--- src/rtl/lj_force_accumulator.sv ---
// LJ force accumulator: sums the per-pair force stream of one reference particle through
// three-stage pipelined single-precision adders (one per axis) and emits the total force.
package md_pkg;
  localparam int DATA_WIDTH = 32;
  typedef struct packed {
    logic [DATA_WIDTH-1:0] x;
    logic [DATA_WIDTH-1:0] y;
    logic [DATA_WIDTH-1:0] z;
  } data_tuple_t;
endpackage

// Three-register IEEE single adder: align, add/sub, normalize+round (RNE). Subnormals flush to zero.
module lj_fp_add (
  input  logic        clk,
  input  logic        clr,
  input  logic        ena,
  input  logic [31:0] a_i,
  input  logic [31:0] b_i,
  output logic [31:0] y_o
);
  logic [31:0] big, sml;
  logic        s1_sgn_q, s1_sub_q;
  logic [7:0]  s1_exp_q, s1_dif_q;
  logic [23:0] s1_mb_q, s1_ms_q;
  logic [27:0] s2_sum_q;
  logic [7:0]  s2_exp_q;
  logic        s2_sgn_q, s2_sub_q;
  logic [31:0] y_q, y_d;
  logic [4:0]  dcap, lz;
  logic [50:0] ext;
  logic [26:0] al, nrm;
  logic [27:0] sum;
  logic [24:0] mr;
  logic        rup;
  logic signed [9:0] e, e2;

  assign big = (b_i[30:0] > a_i[30:0]) ? b_i : a_i;
  assign sml = (b_i[30:0] > a_i[30:0]) ? a_i : b_i;

  always_comb begin
    dcap = (s1_dif_q > 8'd27) ? 5'd27 : s1_dif_q[4:0];
    ext  = {s1_ms_q, 27'b0} >> dcap;
    al   = {ext[50:25], |ext[24:0]};
    sum  = s1_sub_q ? ({1'b0, s1_mb_q, 3'b0} - {1'b0, al})
                    : ({1'b0, s1_mb_q, 3'b0} + {1'b0, al});
  end

  always_comb begin
    lz = 5'd27;
    for (int i = 0; i < 27; i++)
      if (s2_sum_q[i]) lz = 5'(26 - i);
    if (s2_sum_q[27]) begin
      nrm = {s2_sum_q[27:2], s2_sum_q[1] | s2_sum_q[0]};
      e   = $signed({2'b0, s2_exp_q}) + 10'sd1;
    end else begin
      nrm = s2_sum_q[26:0] << lz;
      e   = $signed({2'b0, s2_exp_q}) - $signed({5'b0, lz});
    end
    rup = nrm[2] & (nrm[1] | nrm[0] | nrm[3]);
    mr  = {1'b0, nrm[26:3]} + {24'b0, rup};
    e2  = e + $signed({9'b0, mr[24]});
    if (s2_sum_q == '0)         y_d = {s2_sgn_q & ~s2_sub_q, 31'b0};
    else if (e2 <= 10'sd0)      y_d = {s2_sgn_q, 31'b0};
    else if (e2 >= 10'sd255)    y_d = {s2_sgn_q, 8'hff, 23'b0};
    else                        y_d = {s2_sgn_q, e2[7:0], mr[24] ? mr[23:1] : mr[22:0]};
  end

  always_ff @(posedge clk or posedge clr) begin
    if (clr) begin
      s1_sgn_q <= 1'b0; s1_sub_q <= 1'b0; s1_exp_q <= '0; s1_dif_q <= '0;
      s1_mb_q  <= '0;   s1_ms_q  <= '0;
      s2_sum_q <= '0;   s2_exp_q <= '0;   s2_sgn_q <= 1'b0; s2_sub_q <= 1'b0;
      y_q      <= '0;
    end else if (ena) begin
      s1_sgn_q <= big[31];
      s1_sub_q <= big[31] ^ sml[31];
      s1_exp_q <= big[30:23];
      s1_dif_q <= big[30:23] - sml[30:23];
      s1_mb_q  <= (big[30:23] == 8'd0) ? 24'd0 : {1'b1, big[22:0]};
      s1_ms_q  <= (sml[30:23] == 8'd0) ? 24'd0 : {1'b1, sml[22:0]};
      s2_sum_q <= sum;
      s2_exp_q <= s1_exp_q;
      s2_sgn_q <= s1_sgn_q;
      s2_sub_q <= s1_sub_q;
      y_q      <= y_d;
    end
  end

  assign y_o = y_q;
endmodule

module lj_force_accumulator
  import md_pkg::*;
#(
  parameter int ID_WIDTH  = 16,
  parameter int CNT_WIDTH = 10
) (
  input  logic                 clk,
  input  logic                 rst,
  input  logic                 force_valid,
  input  data_tuple_t          force_in,
  input  logic                 force_last,
  input  logic [ID_WIDTH-1:0]  force_ref_id,
  output logic                 acc_ready,
  output data_tuple_t          acc_out,
  output logic [ID_WIDTH-1:0]  acc_ref_id,
  output logic [CNT_WIDTH-1:0] acc_pair_cnt,
  output logic                 acc_valid,
  input  logic                 out_ready,
  output logic                 drop_err
);
  localparam int NAX = 3;
  typedef logic [NAX-1:0][DATA_WIDTH-1:0] vec_t;
  typedef enum logic [2:0] {IDLE, ACCUM, DRAIN, RED1, RED2, OUT} state_t;

  state_t               state_q, state_d;
  logic [1:0]           slot_q, slot_d, ph_q, ph_d, slot_inc;
  logic [ID_WIDTH-1:0]  id_q, id_d, out_id_q, out_id_d;
  logic [CNT_WIDTH-1:0] cnt_q, cnt_d, out_cnt_q, out_cnt_d;
  logic [2:0][NAX-1:0][DATA_WIDTH-1:0] lane_q, lane_d;
  vec_t                 out_sum_q, out_sum_d, fin, ax, ay, res, res_m;
  logic                 drop_q, drop_d, accept, iss_vld, ena;
  logic [3:1]           vld_pipe_q;

  assign fin       = force_in;
  assign acc_ready = (state_q == IDLE) || (state_q == ACCUM);
  assign accept    = force_valid & acc_ready;
  assign slot_inc  = (slot_q == 2'd2) ? 2'd0 : slot_q + 2'd1;
  // Results whose issue slot carried no live partial sum read as +0.0.
  assign res_m     = vld_pipe_q[3] ? res : '0;
  assign ena       = (state_q != IDLE) | accept;

  for (genvar g = 0; g < NAX; g++) begin : g_ax
    lj_fp_add u_add (
      .clk(clk), .clr(rst), .ena(ena),
      .a_i(ax[g]), .b_i(ay[g]), .y_o(res[g])
    );
  end

  always_comb begin
    state_d   = state_q;
    slot_d    = slot_q;
    ph_d      = ph_q;
    id_d      = id_q;
    cnt_d     = cnt_q;
    lane_d    = lane_q;
    out_sum_d = out_sum_q;
    out_id_d  = out_id_q;
    out_cnt_d = out_cnt_q;
    drop_d    = drop_q | (force_valid & ~acc_ready);
    ax        = '0;
    ay        = '0;
    iss_vld   = 1'b0;
    case (state_q)
      IDLE: begin
        slot_d = 2'd0;
        ph_d   = 2'd0;
        if (accept) begin
          ax      = fin;
          iss_vld = 1'b1;
          id_d    = force_ref_id;
          cnt_d   = CNT_WIDTH'(1);
          slot_d  = 2'd1;
          state_d = force_last ? DRAIN : ACCUM;
        end
      end
      ACCUM: begin
        ax      = accept ? fin : '0;
        ay      = res_m;
        iss_vld = 1'b1;
        slot_d  = slot_inc;
        if (accept) begin
          cnt_d = (&cnt_q) ? cnt_q : cnt_q + CNT_WIDTH'(1);
          if (force_last) state_d = DRAIN;
        end
      end
      DRAIN: begin
        lane_d[slot_q] = res_m;
        slot_d = slot_inc;
        ph_d   = ph_q + 2'd1;
        if (ph_q == 2'd2) begin
          state_d = RED1;
          ph_d    = 2'd0;
        end
      end
      RED1: begin
        ax      = lane_q[0];
        ay      = lane_q[1];
        iss_vld = (ph_q == 2'd0);
        ph_d    = ph_q + 2'd1;
        if (ph_q == 2'd2) begin
          state_d = RED2;
          ph_d    = 2'd0;
        end
      end
      RED2: begin
        ax      = res;
        ay      = lane_q[2];
        iss_vld = (ph_q == 2'd0);
        ph_d    = ph_q + 2'd1;
        if (ph_q == 2'd3) begin
          out_sum_d = res;
          out_id_d  = id_q;
          out_cnt_d = cnt_q;
          state_d   = OUT;
        end
      end
      OUT: begin
        if (out_ready) begin
          state_d = IDLE;
          slot_d  = 2'd0;
        end
      end
      default: state_d = IDLE;
    endcase
  end

  always_ff @(posedge clk or posedge rst) begin
    if (rst) begin
      state_q    <= IDLE;
      slot_q     <= '0;
      ph_q       <= '0;
      id_q       <= '0;
      cnt_q      <= '0;
      lane_q     <= '0;
      out_sum_q  <= '0;
      out_id_q   <= '0;
      out_cnt_q  <= '0;
      drop_q     <= 1'b0;
      vld_pipe_q <= '0;
    end else begin
      state_q    <= state_d;
      slot_q     <= slot_d;
      ph_q       <= ph_d;
      id_q       <= id_d;
      cnt_q      <= cnt_d;
      lane_q     <= lane_d;
      out_sum_q  <= out_sum_d;
      out_id_q   <= out_id_d;
      out_cnt_q  <= out_cnt_d;
      drop_q     <= drop_d;
      if (ena) vld_pipe_q <= {vld_pipe_q[2:1], iss_vld};
    end
  end

  assign acc_out      = out_sum_q;
  assign acc_ref_id   = out_id_q;
  assign acc_pair_cnt = out_cnt_q;
  assign acc_valid    = (state_q == OUT);
  assign drop_err     = drop_q;
endmodule

--- config.mk ---
export PLATFORM = sky130hd
export DESIGN_NAME = lj_force_accumulator
export DESIGN_NICKNAME = d
export VERILOG_FILES = /design/src/rtl/lj_force_accumulator.sv
export SDC_FILE = /design/constraint.sdc
export NUM_CORES = 2
export LEC_CHECK = 0
export BUFFER_PORTS_ARGS = -buffer_cell sky130_fd_sc_hd__buf_2
export CAP_MARGIN = 40
export CORE_MARGIN = 1.5
export CORE_UTILIZATION = 58
export DETAILED_ROUTE_END_ITERATION = 8
export GPL_ROUTABILITY_DRIVEN = 0
export PLACE_DENSITY = 0.78
export SYNTH_ARGS = -nofsm -noshare
export SYNTH_HDL_FRONTEND = slang
export SYNTH_SLANG_ARGS = --single-unit
--- constraint.sdc ---
create_clock -name clk -period 28.4 [get_ports clk]
set_input_delay 5.68 -clock clk [delete_from_list [all_inputs] [get_ports clk]]
set_output_delay 5.68 -clock clk [all_outputs]
set_load 0.02 [all_outputs]
# ---- Yosys cells after proc, flatten, opt, wreduce, memory -nomap -nowiden
# Index checks and enable logic that the tools add are counted.
dict set report op_classes {
  n_eq_ne 16
  n_addsub 24
  n_reduce_logical 30
  shifts 6
  magnitude_cmp 14
  bitwise_logic 26
  muxes 145
}
# operator n
set op_table {}
lappend op_table {{$pmux 96 s3} 2}
lappend op_table {{$bwmux 288} 1}
lappend op_table {{$mux 32} 9}
lappend op_table {{$mux 96} 3}
lappend op_table {{$mux 5} 51}
lappend op_table {{$demux 96 s2} 1}
lappend op_table {{$mux 31} 6}
lappend op_table {{$shr 51x5->51} 3}
lappend op_table {{$mux 24} 6}
lappend op_table {{$mux 4} 24}
lappend op_table {{$gt 31x31->1} 3}
lappend op_table {{$add 27x27->28} 3}
lappend op_table {{$logic_not 28->1} 3}
lappend op_table {{$mux 28} 3}
lappend op_table {{$sub 27x27->28} 3}
lappend op_table {{$mux 27} 3}
lappend op_table {{$shl 27x5->27} 3}
lappend op_table {{$add 24x1->25} 3}
lappend op_table {{$reduce_or 25->1} 3}
lappend op_table {{$mux 23} 3}
lappend op_table {{$mux 10} 6}
lappend op_table {{$logic_not 8->1} 6}
lappend op_table {{$add 10x2->10} 3}
lappend op_table {{$ge 10x9->1 const B} 3}
lappend op_table {{other kinds (37)} 107}
dict set report word_totals {
  wordCells 315
  register_bits 855
  input_bits 117
}

# ---- Longest topological paths before layout
dict set report logic_depth {
  depth_word 38
  depth_mapped 35
}

# ---- By module
# A second synthesis with hierarchy kept.
dict set report hier_totals {
  cells_unflattened 7650
  hier_area_um2 63469.6
}
# module cells_each n_inst area_each_um2 seq_area_each_um2
set by_module_without_submodules {}
lappend by_module_without_submodules {lj_force_accumulator 2253 1 20302.0 11185.7}
lappend by_module_without_submodules {{lj_fp_add (g_ax[2].u_add)} 1828 1 14636.5 3403.3}
lappend by_module_without_submodules {{lj_fp_add (g_ax[0].u_add)} 1836 1 14456.4 3403.3}
lappend by_module_without_submodules {{lj_fp_add (g_ax[1].u_add)} 1733 1 14074.7 3403.3}

# ---- Worst setup path after synthesis
# OpenSTA, ideal clock, no wires.
dict set report synth_path {
  path_kind {input-to-reg}
  from {input port force_valid}
  to {register g_ax[1].u_add.s1_dif_q[7]}
  t_arrival_ns 10.739
  n_path_buf 7
  setup_ns 0.086
  setup_slack_ns 17.575
  stages 25
  required_ns 28.314
  path_cell_list {and2_1 > clkbuf_1 > clkbuf_1 > clkbuf_1 > clkbuf_1 > buf_1 > a22o_1 > a21oi_1 > ha_1 > nor2b_1 > o21a_1 > o21a_1 > o21a_1 > o21a_1 > o21ai_0 > a21oi_1 > o31ai_1 > and4_1 > or2_2 > clkbuf_1 > clkbuf_1 > mux2_2 > and2_1 > o311a_1 > nor3_1}
}
dict set report synth_between {
  elab_chain_cells 6
  word_cells_on_any_way 8
}
# element line
set synth_rtl {}
lappend synth_rtl {{start, declared} 100} ;# input logic force_valid,
lappend synth_rtl {{$and 1x1->1 *} 127} ;# assign accept = force_valid & acc_ready;
lappend synth_rtl {{$mux 96} {158, 168}}
lappend synth_rtl {{$pmux 96 s3} 154} ;# case (state_q)
lappend synth_rtl {{$gt 31x31->1} {37, 38}}
lappend synth_rtl {{$mux 32 (on tied branches)} {37, 38}}
lappend synth_rtl {{$sub 8x8->8} 78} ;# s1_dif_q <= big[30:23] - sml[30:23];
lappend synth_rtl {{end signal, assigned} 78}
lappend synth_rtl {{end, declared} 23} ;# logic [7:0] s1_exp_q, s1_dif_q;
# Every way passes the cells marked *; elsewhere a longest branch is shown, timed or not.
# A chain may end at the register's enable or synchronous reset.

# ---- Worst setup path in the final report
dict set report layout_path {
  from {input port force_valid}
  to {register g_ax[2].u_add.s1_ms_q[13]}
}
dict set report layout_between {
  elab_chain_cells 7
  word_cells_on_any_way 8
}
# element line
set layout_rtl {}
lappend layout_rtl {{$and 1x1->1 *} 127}
lappend layout_rtl {{$mux 96} {158, 168}}
lappend layout_rtl {{$pmux 96 s3} 154}
lappend layout_rtl {{$gt 31x31->1} 38} ;# assign sml = (b_i[30:0] > a_i[30:0]) ? a_i : b_i;
lappend layout_rtl {{$mux 32} 38}
lappend layout_rtl {{$logic_not 8->1} 80} ;# s1_ms_q <= (sml[30:23] == 8'd0) ? 24'd0 : {1'b1, sml[22:0]};
lappend layout_rtl {{$mux 24} 80}
lappend layout_rtl {{end signal, assigned} 80}
lappend layout_rtl {{end, declared} 24} ;# logic [23:0] s1_mb_q, s1_ms_q;
# Marks and branches as above.

==> summary.txt <==
Detailed routing
  • Wirelength per Cell: 22.9 um
  • DRC violations left: 8
  • Antenna viol nets, final: 0
  • Vias per cell: 6.79
  • Initial DRC count: approximately 8500
  • Routed vias: 60298
  • DR pass1 iterations: 9
  • Final wirelength: 203000 um

Synth
  • Share of the synthesized area in the top cell type: 34.4%
  • Distinct cells, synth: 120
  • Post-synth EDFFs: 0
  • Dominant synthesized flop cell: dfrtp_1
  • YS warnings: 0
  • Post-Syn Area: slightly above 60000 um^2
  • Multiplexer share of the synthesized area: 8.78%
  • Compound-Gate Fraction of Synth Area: 24.5%
  • Post-synthesis adder-cell area fraction: 5.80%
  • Syn Area/Cell: roughly 8.3 um^2
  • Asr flop ratio synth: 100%
  • Top cells by area, synth: dfrtp_1 34%, nand2_1 7.3%, ha_1 5.6%
  • Syn nets: between 7000 and 8000
  • Simple-gate area share of the yosys netlist: 18.2%
  • Sequential fraction of the synthesis area: 34.4%
  • Largest family of logic cells by synthesized area: compound AO/OA/AOI/OAI gates
  • Cells after Synth: 7519
  • Yosys reg bits: 855
  • Post-Synth XOR/XNOR Area: under 10%
  • Leading area contributor after synthesis: dfrtp_1

Critical path
  • Critical Path Start: force_valid
  • CP max stage cell: buf_4
  • Setup crit end: g_ax[2].u_add.s1_ms_q[13]
  • Critical R2R Capture: g_ax[2].u_add.y_o[4]
  • Worst setup SP type: input pin
  • Critical path fanouts, max: 73
  • Crit-path most repeated cell: buf_4
  • FF-to-FF setup slack: 20010 ps
  • R2r worst-path depth: 25
  • Critical Path End Type: register
  • Critical Path RT: around 29000 ps
  • Critical Path, Cell by Cell: buf_2 > and2_4 > buf_4 > buf_4 > a22o_1 > a21oi_1 > ha_1 > a21o_1 > a21o_1 > a21oi_1 > o21ai_0 > a221oi_1 > mux2_2 > a31oi_4 > buf_4 > buf_16 > mux2i_2 > buf_4 > o211ai_1 > o21ai_0
  • Kind of critical path: input pin to register
  • Worst reg2reg startpoint: g_ax[2].u_add.s2_sum_q[20]
  • CP peak stage delay: 620 ps
  • Crit path DAT: 11460 ps

Clock tree
  • TritonCTS clock tree: yes
  • Longest Clk Path Bufs: 3
  • Worst-skew pair later-pin latency: 730 ps
  • H-tree Lvls: 3
  • CTS Hold Bufs: 0
  • PostCTS Resize Cnt: 0
  • Clock root cell: clkbuf_16
  • TritonCTS Buffers: 96
  • Clock sink count: approximately 860
  • Post-CTS Setup Inserts: 0
  • CTS clk-pin slew, worst paths: 70 ps

STA
  • Final hold violations: 0
  • Post-route minimum period: roughly 11000 ps
  • Final Max Slew Viols: 0
  • Worst setup margin: about 18000 ps
  • Peak Freq: 92.3 MHz
  • Final period utilization: around two fifths
  • Worst Skew: roughly 57 ps
  • # setup viols final: 0
  • RSZ-0062 raised after global routing: no
  • Worst-Margin Slew: 1000 ps
  • Relative slew slack: around a third
  • Setup_tns: 0 ps

Global route
  • Largest net degree at the start of global routing: 145
  • Vias in the first global route: 55995
  • Initial antenna violation count: 4
  • Grt ovf: 0
  • GRT Total Usage: 36.4%
  • Global-route wire length before repair: about 320000 um

Pwr
  • Peak VDD IR: 0.104 mV
  • Static Leakage: 31.8 nW
  • PD cells: around 130 nW/um^2
  • Overall power: 9.13 mW

Die
  • Die Ht: 331 um
  • Row count: ~120
  • Total core area: about 110000 um^2
  • Starting Density: 58.8%
  • I/O pin cnt: 242
  • Die Span X: 331 um
  • Die area: 109000 um^2

Place
  • HPWL after DPL: 145000 um
  • Port Buf Inserts: 241
  • Cells after DPL: 8703
  • DP Worst Slack: 17000 ps

Worst hold path
  • Hold Path Class: register to register

Layout
  • Share of cells above drive strength 1: 11.5%
  • Fin cells: between 8000 and 9000
  • Layout Nets: 7812
  • Area growth syn-to-layout: 8.83%
  • Commonest non-fill, non-tap cells in the layout: 1206 x nand2_1, 852 x dfrtp_1, 617 x o21ai_0
  • Most common cell after layout, fill and taps aside: nand2_1
  • Final core utilization: 64.0%

Run status
  • Failing checks: DRC
  • Outcome: complete, but fails checks

Job
  • Max Cap Viol: 0
==> how the worst min path moves through the flow <==
stage,cells past startpoint,startpoint,slack [ps],to
2_1_floorplan,2,g_ax[1].u_add.s2_sgn_q,430,g_ax[1].u_add.s2_sgn_q
3_3_place_gp,2,g_ax[1].u_add.s2_sgn_q,450,g_ax[1].u_add.s2_sgn_q
3_5_place_dp,2,vld_pipe_q[2],460,vld_pipe_q[2]
4_1_cts,2,g_ax[0].u_add.s2_sgn_q,470,g_ax[0].u_add.s2_sgn_q
5_1_grt,2,g_ax[0].u_add.s2_sgn_q,480,g_ax[0].u_add.s2_sgn_q
6_report,2,g_ax[0].u_add.s2_sgn_q,470,g_ax[0].u_add.s2_sgn_q
==> per-layer routing <==
metal  wire length [um]  GRT usage, %  vias to the layer above
met4              11500          17.6                        4
met2              87500          55.0                     3843
met1              80400          49.5                    28762
met3              23600          8.11                      752
met5                 27             0                        -
li1                   -             -                    26937
==> per-stage QoR <==
step / hold slack [ps] / cell area (um^2)
2_1_floorplan: 432 / 62200
3_3_place_gp: 447 / 63700
3_5_place_dp: 456 / 64200
4_1_cts: 472 / 67700
5_1_grt: 482 / 67700
6_report: 471 / 67700
==> cell type report <==
cell class                 count  area [um^2]
fill                        8700        38200
antenna                        3         7.51
inverter                     335         1260
clock inverter                49          811
timing repair buffer         352         2330
multi-input combinational   5770        37400
tap                         1391         1740
sequential                   855        21400
clock buffer                 131         2730
==> state kept, by name (all words and copies together), names as in the netlist, 3 cells and up <==
name and flops:
g_ax.u_add.s2_sgn_q 3, g_ax.u_add.s1_dif_q 24, state_q 3, lane_q 288
g_ax.u_add.s1_exp_q 24, vld_pipe_q 3, g_ax.u_add.s1_mb_q 72, g_ax.u_add.s2_sum_q 84
acc_pair_cnt 10, g_ax.u_add.s1_sgn_q 3, g_ax.u_add.y_o 96, g_ax.u_add.s1_sub_q 3
id_q 16, g_ax.u_add.s1_ms_q 72, g_ax.u_add.s2_exp_q 24, cnt_q 10
acc_ref_id 16, g_ax.u_add.s2_sub_q 3, acc_out 96
==> cell families (layout without fill, tap and decap cells) <==
family,after synthesis,count (layout)
flops,855,855
buf+inv,894,867
simple gates,2543,2543
compound gates,2283,2283
other cells,0,3
mux,471,471
xor+xnor,188,188
fa+ha+maj,285,285
==> cells in the mapped netlist, types with 65 or more instances <==
| cell type | n |
|---|---|
| a211oi_1 | 65 |
| a21oi_1 | 516 |
| nor2_1 | 577 |
| o21ai_0 | 617 |
| ha_1 | 279 |
| a21o_1 | 89 |
| a32oi_1 | 104 |
| xor2_1 | 71 |
| inv_1 | 323 |
| nand3_1 | 185 |
| dfrtp_1 | 855 |
| a22o_1 | 156 |
| mux2_2 | 184 |
| clkbuf_1 | 422 |
| nand4_1 | 68 |
| nor3_1 | 112 |
| mux2i_1 | 244 |
| a32o_1 | 102 |
| xnor2_1 | 117 |
| nand2_1 | 1210 |
| o211ai_1 | 87 |
==> report_power, final <==
part           internal (mW)  switching (mW)
clock                  0.813           0.564
sequential              1.67           0.589
combinational           2.01            3.48
total                   4.49            4.64
==> worst max-delay path, delay by kind of cell <==
| family | cells | cell delay [ps] |
|---|---|---|
| AOI/OAI and AO/OA | 10 | 2130 |
| muxes | 2 | 590 |
| and+or+nand+nor | 1 | 390 |
| adders and majority gates | 1 | 350 |
| buffers and inverters | 6 | 2230 |
(Power assumes the default switching activity.)
